===== config.mk =====
export PLATFORM = sky130hd
export DESIGN_NAME = photo_frame_capture
export DESIGN_NICKNAME = d
export VERILOG_FILES = /design/src/rtl/photo_frame_capture.sv
export SDC_FILE = /design/constraint.sdc
export NUM_CORES = 1
export LEC_CHECK = 0
export ABC_AREA = 1
export CAP_MARGIN = 30
export CELL_PAD_IN_SITES_DETAIL_PLACEMENT = 1
export CELL_PAD_IN_SITES_GLOBAL_PLACEMENT = 1
export CORE_MARGIN = 2
export CORE_UTILIZATION = 33
export DETAILED_ROUTE_END_ITERATION = 7
export HOLD_SLACK_MARGIN = 0.02
export PLACE_DENSITY_LB_ADDON = 0.1
export SLEW_MARGIN = 15
export SYNTH_ARGS = -nofsm -noshare
export SYNTH_HDL_FRONTEND = slang
export SYNTH_SLANG_ARGS = --single-unit

===== constraint.sdc =====
create_clock -name clk -period 2.4 [get_ports clk]
set_input_delay 0.24 -clock clk [delete_from_list [all_inputs] [get_ports clk]]
set_output_delay 0.24 -clock clk [all_outputs]
set_load 0.05 [all_outputs]

===== src/rtl/photo_frame_capture.sv =====
// photo_frame_capture
// Drives the photo tape reader relays and conditions the five photocell lines.
// Assembles each punched frame into a 5-bit code and offers it to the
// typewriter logic over a valid/ready handshake. Also reports the stop code,
// end of tape and frame overrun.
module photo_frame_capture #(
    parameter int         DEB_CLKS   = 4,
    parameter int         GAP_CLKS   = 16,
    parameter int         TIMEOUT_MS = 2000,
    parameter logic [4:0] STOP_CODE  = 5'h10
) (
    input  logic       clk,
    input  logic       rst,
    input  logic       tick_ms,
    input  logic       PL6_PHOTO1,
    input  logic       PL6_PHOTO2,
    input  logic       PL6_PHOTO3,
    input  logic       PL6_PHOTO4,
    input  logic       PL6_PHOTO5,
    input  logic       start_fwd,
    input  logic       start_rev,
    input  logic       stop,
    output logic       PL6_PHOTO_TAPE_FWD,
    output logic       PL6_PHOTO_TAPE_REV,
    output logic [4:0] frame_data,
    output logic       frame_valid,
    input  logic       frame_ready,
    output logic       stop_seen,
    output logic       tape_end,
    output logic       overrun,
    output logic       busy
);

    localparam int DCW = $clog2(DEB_CLKS + 1);
    localparam int GCW = $clog2(GAP_CLKS + 1);

    localparam logic [DCW-1:0] DEB_ZERO = {DCW{1'b0}};
    localparam logic [DCW-1:0] DEB_LAST = DCW'(DEB_CLKS - 1);
    localparam logic [GCW-1:0] GAP_ZERO = {GCW{1'b0}};
    localparam logic [GCW-1:0] GAP_ONE  = GCW'(1);
    localparam logic [GCW-1:0] GAP_MAX  = GCW'(GAP_CLKS);
    localparam logic [10:0]    TO_MAX   = 11'(TIMEOUT_MS);
    localparam logic [10:0]    TO_LAST  = 11'(TIMEOUT_MS - 1);

    typedef enum logic [1:0] {
        ST_IDLE    = 2'd0,
        ST_RUN_FWD = 2'd1,
        ST_FRAME   = 2'd2,
        ST_RUN_REV = 2'd3
    } state_t;

    // Input conditioning
    logic [4:0]     photo_raw_s;
    logic [4:0]     sync1_r;
    logic [4:0]     sync2_r;
    logic [4:0]     deb_r;
    logic [DCW-1:0] deb_cnt_r [0:4];
    logic           any_hole_s;

    // Control and datapath
    state_t         state_r;
    state_t         state_next_s;
    logic [10:0]    to_cnt_r;
    logic [GCW-1:0] gap_r;
    logic [4:0]     acc_r;

    logic           buf_free_s;
    logic           load_s;
    logic           ovr_set_s;
    logic           ovr_clr_s;
    logic           tape_end_s;
    logic           stop_seen_s;
    logic           to_clr_s;
    logic           to_inc_s;
    logic           acc_load_s;

    // Registered outputs
    logic           fwd_r;
    logic           rev_r;
    logic [4:0]     frame_data_r;
    logic           frame_valid_r;
    logic           stop_seen_r;
    logic           tape_end_r;
    logic           overrun_r;
    logic           busy_r;

    assign photo_raw_s = {PL6_PHOTO5, PL6_PHOTO4, PL6_PHOTO3, PL6_PHOTO2, PL6_PHOTO1};
    assign any_hole_s  = |deb_r;

    // Two-flop synchronizer followed by a per-line debouncer that flips only
    // after DEB_CLKS consecutive samples disagree with the current level.
    always_ff @(posedge clk) begin
        if (rst) begin
            sync1_r <= 5'b0;
            sync2_r <= 5'b0;
            deb_r   <= 5'b0;
            for (int i = 0; i < 5; i++) begin
                deb_cnt_r[i] <= DEB_ZERO;
            end
        end else begin
            sync1_r <= photo_raw_s;
            sync2_r <= sync1_r;
            for (int i = 0; i < 5; i++) begin
                if (sync2_r[i] != deb_r[i]) begin
                    if (deb_cnt_r[i] == DEB_LAST) begin
                        deb_r[i]     <= sync2_r[i];
                        deb_cnt_r[i] <= DEB_ZERO;
                    end else begin
                        deb_cnt_r[i] <= deb_cnt_r[i] + 1'b1;
                    end
                end else begin
                    deb_cnt_r[i] <= DEB_ZERO;
                end
            end
        end
    end

    // State register.
    always_ff @(posedge clk) begin
        if (rst) begin
            state_r <= ST_IDLE;
        end else begin
            state_r <= state_next_s;
        end
    end

    // Next-state decode and one-cycle control strobes for the datapath.
    always_comb begin
        state_next_s = state_r;
        load_s       = 1'b0;
        ovr_set_s    = 1'b0;
        ovr_clr_s    = 1'b0;
        tape_end_s   = 1'b0;
        stop_seen_s  = 1'b0;
        to_clr_s     = 1'b0;
        to_inc_s     = 1'b0;
        acc_load_s   = 1'b0;
        // The buffer can take a new frame if it is empty or being drained now.
        buf_free_s   = (!frame_valid_r) || frame_ready;

        case (state_r)
            ST_IDLE: begin
                if (start_fwd && !start_rev) begin
                    state_next_s = ST_RUN_FWD;
                    ovr_clr_s    = 1'b1;
                    to_clr_s     = 1'b1;
                end else if (start_rev && !start_fwd) begin
                    state_next_s = ST_RUN_REV;
                    to_clr_s     = 1'b1;
                end else begin
                    state_next_s = ST_IDLE;
                end
            end

            ST_RUN_FWD: begin
                if (stop) begin
                    state_next_s = ST_IDLE;
                end else if (any_hole_s) begin
                    state_next_s = ST_FRAME;
                    acc_load_s   = 1'b1;
                end else if (tick_ms) begin
                    to_inc_s = 1'b1;
                    if (to_cnt_r >= TO_LAST) begin
                        state_next_s = ST_IDLE;
                        tape_end_s   = 1'b1;
                    end else begin
                        state_next_s = ST_RUN_FWD;
                    end
                end else begin
                    state_next_s = ST_RUN_FWD;
                end
            end

            ST_FRAME: begin
                if (stop) begin
                    state_next_s = ST_IDLE;
                end else if (gap_r == GAP_MAX) begin
                    if (buf_free_s) begin
                        load_s = 1'b1;
                    end else begin
                        ovr_set_s = 1'b1;
                    end
                    if (acc_r == STOP_CODE) begin
                        state_next_s = ST_IDLE;
                        stop_seen_s  = buf_free_s;
                    end else begin
                        state_next_s = ST_RUN_FWD;
                        to_clr_s     = 1'b1;
                    end
                end else begin
                    state_next_s = ST_FRAME;
                end
            end

            ST_RUN_REV: begin
                if (stop) begin
                    state_next_s = ST_IDLE;
                end else if (any_hole_s) begin
                    state_next_s = ST_RUN_REV;
                    to_clr_s     = 1'b1;
                end else if (tick_ms) begin
                    to_inc_s = 1'b1;
                    if (to_cnt_r >= TO_LAST) begin
                        state_next_s = ST_IDLE;
                        tape_end_s   = 1'b1;
                    end else begin
                        state_next_s = ST_RUN_REV;
                    end
                end else begin
                    state_next_s = ST_RUN_REV;
                end
            end

            default: begin
                state_next_s = ST_IDLE;
            end
        endcase
    end

    // Millisecond timeout counter, saturating at TIMEOUT_MS.
    always_ff @(posedge clk) begin
        if (rst) begin
            to_cnt_r <= 11'd0;
        end else if (to_clr_s) begin
            to_cnt_r <= 11'd0;
        end else if (to_inc_s && (to_cnt_r < TO_MAX)) begin
            to_cnt_r <= to_cnt_r + 11'd1;
        end else begin
            to_cnt_r <= to_cnt_r;
        end
    end

    // Frame accumulator and inter-frame gap counter.
    always_ff @(posedge clk) begin
        if (rst) begin
            acc_r <= 5'b0;
            gap_r <= GAP_ZERO;
        end else if (acc_load_s) begin
            acc_r <= deb_r;
            gap_r <= GAP_ZERO;
        end else if (state_r == ST_FRAME) begin
            acc_r <= acc_r | deb_r;
            if (any_hole_s) begin
                gap_r <= GAP_ZERO;
            end else if (gap_r < GAP_MAX) begin
                gap_r <= gap_r + GAP_ONE;
            end else begin
                gap_r <= gap_r;
            end
        end else begin
            acc_r <= acc_r;
            gap_r <= gap_r;
        end
    end

    // Output registers. Relay and busy levels follow the next state so they
    // change on the same edge as the state transition.
    always_ff @(posedge clk) begin
        if (rst) begin
            fwd_r         <= 1'b0;
            rev_r         <= 1'b0;
            busy_r        <= 1'b0;
            frame_data_r  <= 5'b0;
            frame_valid_r <= 1'b0;
            stop_seen_r   <= 1'b0;
            tape_end_r    <= 1'b0;
            overrun_r     <= 1'b0;
        end else begin
            fwd_r       <= (state_next_s == ST_RUN_FWD) || (state_next_s == ST_FRAME);
            rev_r       <= (state_next_s == ST_RUN_REV);
            busy_r      <= (state_next_s != ST_IDLE);
            stop_seen_r <= stop_seen_s;
            tape_end_r  <= tape_end_s;

            if (load_s) begin
                frame_data_r  <= acc_r;
                frame_valid_r <= 1'b1;
            end else if (frame_valid_r && frame_ready) begin
                frame_valid_r <= 1'b0;
            end else begin
                frame_valid_r <= frame_valid_r;
            end

            if (ovr_clr_s) begin
                overrun_r <= 1'b0;
            end else if (ovr_set_s) begin
                overrun_r <= 1'b1;
            end else begin
                overrun_r <= overrun_r;
            end
        end
    end

    assign PL6_PHOTO_TAPE_FWD = fwd_r;
    assign PL6_PHOTO_TAPE_REV = rev_r;
    assign frame_data         = frame_data_r;
    assign frame_valid        = frame_valid_r;
    assign stop_seen          = stop_seen_r;
    assign tape_end           = tape_end_r;
    assign overrun            = overrun_r;
    assign busy               = busy_r;

endmodule


==> results.cfg, run 1 <==
[final_layout]
multi_input_area_um2 = 1303
fillers = 1062
fin_util = 0.4138
drive_gt1_frac = 0.09926
layout.nets = 427
most-common-layout-cells = inv_1, nor2_1, dfxtp_1
finalNonFillerCells = 511
area_growth_pct = 21.43
postLayoutCellArea_um2 = 3608
diodes = 0
regArea_um2 = 1451
layout_commonest_cell = inv_1

[critical_path]
cp_top_family = simple AND/OR/NAND/NOR gates
cp_slowest_stage_delay_ps = 420
crit_type = flop to flop
crit_path_end_kind = flop
crit_top_cell = inv_1
worst_path_max_delay_cell = dfxtp_1
critPathBufInv = 3
crit_fanout = 5
crit_path_start_kind = flop
reg2regPathDepth = 12
r2r-end = PL6_PHOTO_TAPE_FWD
arrival_ps = 2120
timing.rr.start = to_cnt_r[0]
r2r_slack_ps = 500
worstPathRequired_ps = 2620
critical_path.cell_chain = ha_1, inv_1, nor2_2, nand3_1, nand3_1, nand2_1, a21oi_2, nand3_2, inv_1, ha_1, inv_1, nor2_1

[detailed_routing]
dr_total_vias = 2377
drt-total-wl_um = 6026
drt_iter0_markers = 55
drcViolationCount = 0
ant_nets = 0
post_drt_wl_per_cell_um = 11.79
viasPerCell = 4.652
dr.pass1.iters = 4

[timing]
tns_ps = 0
slew_headroom = 0.6433
fmax_ghz = 0.5272
hold_viol = 0
rsz0062_at_grt = false
drv_slew = 0
finalCriticalPeriod_ps = 1897
fin_crit_sh = 0.7903
setup_violations = 0
worst_pin_slew_ps = 533.5
finClkSkew_ps = 12.39

[outcome]
outcome = finished clean

[clock_tree]
cts_tree = yes
cts.repair.resized = 0
cts_root_buf = clkbuf_8
clkLatencyLatePin_ps = 340
clock-sinks = 65
cts_setup_buffers = 0
htree_num_levels = 3
cts_max_path_buffers = 2
holdBufCountCts = 0
clk_pin_slew_ps = 80
cts_buffers = 9

[power_and_ir_drop]
power.total_w = 0.002492
powerDensity_nw_per_um2 = 690.6
power_switching_w = 0.0006466
p_int_w = 0.001846
p_comb_frac = 0.109
swShare = 0.2595
p_seq_frac = 0.476
irDropWorstVdd_mv = 0.3487
pwr-share-clk = 0.414
leakage_nw = 1.438

[logic_synthesis]
yosys.area.top_type = dfxtp_1
syn_avg_cell_area_um2 = 8.442
syn_area_um2 = 2972
synthAdderAreaFrac = 0.07158
synth_cells = 352
synth_top_family_by_area = simple AND/OR/NAND/NOR gates
synthMuxAreaShare = 0
ys_async_sr_fraction = 0
ys_seq_elements = 65
ys_warn_count = 0
synth_xor_area_frac = 0.01768
yosysSeqAreaShare = 0.4884
ys_types = 36
yosysTopAreaCellShare = 0.3368
synth_flop_cell = dfxtp_1
synth_edf_count = 15
synth_area_leaders = dfxtp_1, edfxtp_1, inv_1, ha_1, nor2_1
synthSimpleGateAreaFrac = 0.2206
synth-compound-area-share = 0.1095

[flow_run]
maxCapViolCount = 0

[worst_hold_path]
whs_path_depth = 2
min_to = sync2_r[2]
hold_path.startpoint = sync1_r[2]
hold_class = flop to flop

[floorplanning]
die_h_um = 98.90
ioPinCount = 24
start_util = 0.3407
placementRows = 34
die_area_um2 = 9780
die_width_um = 98.90
core_um2 = 8721

[grt]
grt_util_all_layers = 0.1367
grt_pass1_vias = 2468
grt_pass1_wl_um = 10870
grt_overflow = 0
grt_start_max_net_pins = 21
antenna_found_initial = 0

[place]
io_buffers = 23
hpwlAfterDp_um = 4533
post_dp_cell_area_um2 = 3388
gp_congestion = 0.7632
dpl.cell_count = 495
## how the worst max path moves through the flow
stage                startpoint            endpoint  slack [ps]  cells past startpoint
global placement      start_fwd         to_cnt_r[2]         460                      7
floorplan           to_cnt_r[0]  PL6_PHOTO_TAPE_FWD         730                     12
global route        to_cnt_r[0]  PL6_PHOTO_TAPE_FWD         290                     12
finish              to_cnt_r[0]  PL6_PHOTO_TAPE_FWD         500                     12
CTS                 to_cnt_r[0]  PL6_PHOTO_TAPE_FWD         470                     12
detailed placement    start_fwd         to_cnt_r[2]         420                      7
## power groups by stage
stage	combinational [W]	clock, W	sequential [W]
finish	0.000273	0.00103	0.00119
detailed placement	0.000278	0	0.00121
floorplan	0.000161	0	0.00124
global route	0.000311	0.00111	0.00119
global placement	0.000274	0	0.00121
CTS	0.000279	0.00107	0.00119
## logic make-up (layout without fill, tap and decap cells)
logic type | count (synthesis) | in the layout
AOI/OAI and AO/OA | 56 | 56
DFF | 65 | 65
xor gates and xnor gates | 6 | 6
and+or+nand+nor | 138 | 138
adders and majority gates | 17 | 17
other | 1 | 15
buffers and inverters | 69 | 106
## registers in the layout, summed over array words and instances, names as in the netlist, 2 cells and up
register and cells:
sync2_r 5, sync1_r 5, acc_r 5, state_r 2, to_cnt_r 11, deb_cnt_r 15
deb_r 5, gap_r 5, frame_data 5
## synthesized netlist by cell type, types with 2 or more instances
| master | count |
|---|---|
| nand2_1 | 43 |
| ha_1 | 17 |
| o32ai_1 | 3 |
| nand2_2 | 2 |
| nor3b_1 | 2 |
| inv_1 | 60 |
| a21oi_2 | 2 |
| edfxtp_1 | 15 |
| nor4_1 | 2 |
| o21ai_2 | 2 |
| o21ai_0 | 14 |
| nor2_1 | 53 |
| nand4_1 | 3 |
| inv_2 | 2 |
| a21oi_1 | 27 |
| xor2_1 | 4 |
| dfxtp_1 | 50 |
| nor3_1 | 9 |
| o211ai_1 | 6 |
| nor2_2 | 4 |
| nand3_2 | 3 |
| clkbuf_1 | 3 |
| nand3_1 | 12 |
| xnor2_1 | 2 |
## worst reg2reg max path, cell delays in order, from the launching register on
cell and delay [ps]:
dfxtp_1 420, ha_1 200, inv_1 80, nor2_2 170
nand3_1 100, nand3_1 130, nand2_1 90, a21oi_2 130
nand3_2 100, inv_1 70, ha_1 220, inv_1 50
nor2_1 30
## metrics by stage
step | setup WS (ps) | hold slack (ps)
floorplan | 729.2 | 318.7
global placement | 459.5 | 394.8
detailed placement | 424.8 | 399.5
CTS | 465.6 | 389.6
global route | 285.9 | 418.1
finish | 503.4 | 395.3
## routing by layer
| layer | track usage | vias to the layer above | wire length (µm) |
|---|---|---|---|
| li1 | - | 1216 | - |
| met1 | 0.1575 | 1130 | 2769 |
| met2 | 0.2406 | 22 | 2961 |
| met3 | 0.03688 | 9 | 174 |
| met4 | 0.05269 | 0 | 120 |
| met5 | 0 | - | 0 |
## area by class of cell
class | count | area share
clock buffer | 10 | 0.03537
timing repair buffer | 26 | 0.07004
tap | 108 | 0.03745
sequential | 65 | 0.4022
clock inverter | 6 | 0.02566
inverter | 64 | 0.06831
multi-input combinational | 232 | 0.3610
Power figures use the tool's default switching activity.
==> run 2: changes to the inputs <==
- clock period: 2.4 -> 1.72 ns (I/O delays scaled with it)
==> results.cfg, run 2 (synthesis gave the netlist of run 1 again) <==
[outcome]
outcome = finished clean

[final_layout]
most-common-layout-cells = inv_1, nor2_1, dfxtp_1
layout.nets = 460
drive_gt1_frac = 0.2179
postLayoutCellArea_um2 = 4010
largest_registers = deb_cnt_r: 15 flops, to_cnt_r: 11 flops
layout_commonest_cell = inv_1
diodes = 0
top_register = deb_cnt_r
fillers = 1052
area_growth_pct = 34.95
largest_register_ffs = 15

[timing]
slew_headroom = 0.6639
timing.final.ws_setup_ps = 67.61
drv_slew = 0
fmax_ghz = 0.6052
setup_violations = 0
hold_viol = 0
rsz0062_at_grt = true
fin_crit_sh = 0.9607
finalCriticalPeriod_ps = 1652
finClkSkew_ps = 4.954
worst_pin_slew_ps = 503.3
hold_ws_ps = 342.8

[clock_tree]
cts_max_path_buffers = 2
clk_pin_slew_ps = 80
clock-sinks = 65
clkLatencyLatePin_ps = 340
holdBufCountCts = 0
cts_tree = yes
cts_buffers = 9
htree_num_levels = 3
cts_root_buf = clkbuf_8

[detailed_routing]
ant_nets = 0
drt_iter0_markers = 48
viasPerCell = 4.537
dr_total_vias = 2468
drt-total-wl_um = 6400
dr.pass1.iters = 4
post_drt_wl_per_cell_um = 11.76
drcViolationCount = 0

[critical_path]
crit_top_cell = nand3_2
crit_type = flop to flop
critical_path.cell_chain = buf_6, nand2_2, nor2_2, nand3_2, nand3_2, nand2_2, a21oi_2, nand3_2, buf_6, ha_1, inv_1, nor2_1
critPathBufInv = 3
crit_path_end_kind = flop
reg2regPathDepth = 12
timing.rr.start = to_cnt_r[0]
r2r_slack_ps = 70
worst_path_max_delay_cell = dfxtp_4
cp_slowest_stage_delay_ps = 370
crit_fanout = 3
r2r-end = PL6_PHOTO_TAPE_REV
worstPathRequired_ps = 1950
arrival_ps = 1880
cp_top_family = simple AND/OR/NAND/NOR gates
crit_path_start_kind = flop

[grt]
grt_util_all_layers = 0.1422
grt_start_max_net_pins = 21
gr-usage-met2 = 0.2417
met1_usage = 0.1732
grt_pass1_wl_um = 11140
grt_use_met3 = 0.02766
grt_overflow = 0
top_usage_layer = met2
grt_pass1_vias = 2524
antenna_found_initial = 0

[floorplanning]
core_um2 = 8721
placementRows = 34
start_util = 0.3407
die_h_um = 98.90
die_area_um2 = 9780
ioPinCount = 24
die_width_um = 98.90

[place]
dp_slack_ps = -87.40
hpwlAfterDp_um = 4715
gp_congestion = 0.7719
post_dp_cell_area_um2 = 3588
io_buffers = 23

[flow_run]
maxCapViolCount = 0

[power_and_ir_drop]
pwr-share-clk = 0.464
irDropWorstVdd_mv = 0.5140
leakage_nw = 1.674
p_comb_frac = 0.117
power_switching_w = 0.0009395
power.total_w = 0.003953
p_int_w = 0.003014
swShare = 0.2376
p_seq_frac = 0.418
powerDensity_nw_per_um2 = 985.9

[worst_hold_path]
whs_path_depth = 3
hold_class = input port to flop
hold_path.startpoint = PL6_PHOTO4
min_to = sync1_r[3]
==> run 2: tightest hold or removal path, cell delays in order <==
cell and delay (ps):
clkdlybuf4s50_1 400, inv_1 50, nor2_1 30
==> run 2: worst max-delay path by stage <==
stage                     start                  to  depth (start not counted)
floorplan           to_cnt_r[0]  PL6_PHOTO_TAPE_FWD                         12
global placement      start_fwd  PL6_PHOTO_TAPE_FWD                         10
detailed placement    start_fwd  PL6_PHOTO_TAPE_FWD                         10
CTS                 to_cnt_r[1]  PL6_PHOTO_TAPE_REV                         12
global route        to_cnt_r[0]  PL6_PHOTO_TAPE_REV                         12
finish              to_cnt_r[0]  PL6_PHOTO_TAPE_REV                         12
==> run 2: per-layer routing <==
| metal | routed length [µm] | up-vias |
|---|---|---|
| li1 | - | 1285 |
| met1 | 3045 | 1149 |
| met2 | 3099 | 22 |
| met3 | 134 | 12 |
| met4 | 120 | 0 |
| met5 | 0 | - |
==> run 2: what timing repair did <==
item	in CTS	in global routing
gates cloned	0	0
setup buffers	1	7
setup endpoints to repair	2	5
pin swaps	1	12
gates resized for setup	2	28
==> run 2: cell type report <==
cell class              instances  area (µm²)  area share
flip-flops and latches         65        1461      0.3644
multi-input cells             232        1353      0.3373
clock inverters                 6       136.4     0.03401
clock buffers                  10       148.9     0.03713
repair buffers                 59       526.8      0.1314
inverters                      64       249.0     0.06209
well taps                     108       135.1     0.03370
==> run 2: through the flow <==
step,util,TNS [ps],instances
global placement,0.4115,-149.0,520
floorplan,-,0,366
CTS,0.4455,0,537
detailed placement,0.4115,-192.9,520
global route,0.4598,-42.84,544
finish,0.4598,0,544
==> run 2: power by group through the flow <==
stage / registers (W) / clock network (W) / logic [W]
CTS: 0.00165 / 0.00190 / 0.000440
global route: 0.00166 / 0.00195 / 0.000524
detailed placement: 0.00169 / 0 / 0.000438
floorplan: 0.00173 / 0 / 0.000224
global placement: 0.00169 / 0 / 0.000432
finish: 0.00165 / 0.00184 / 0.000464
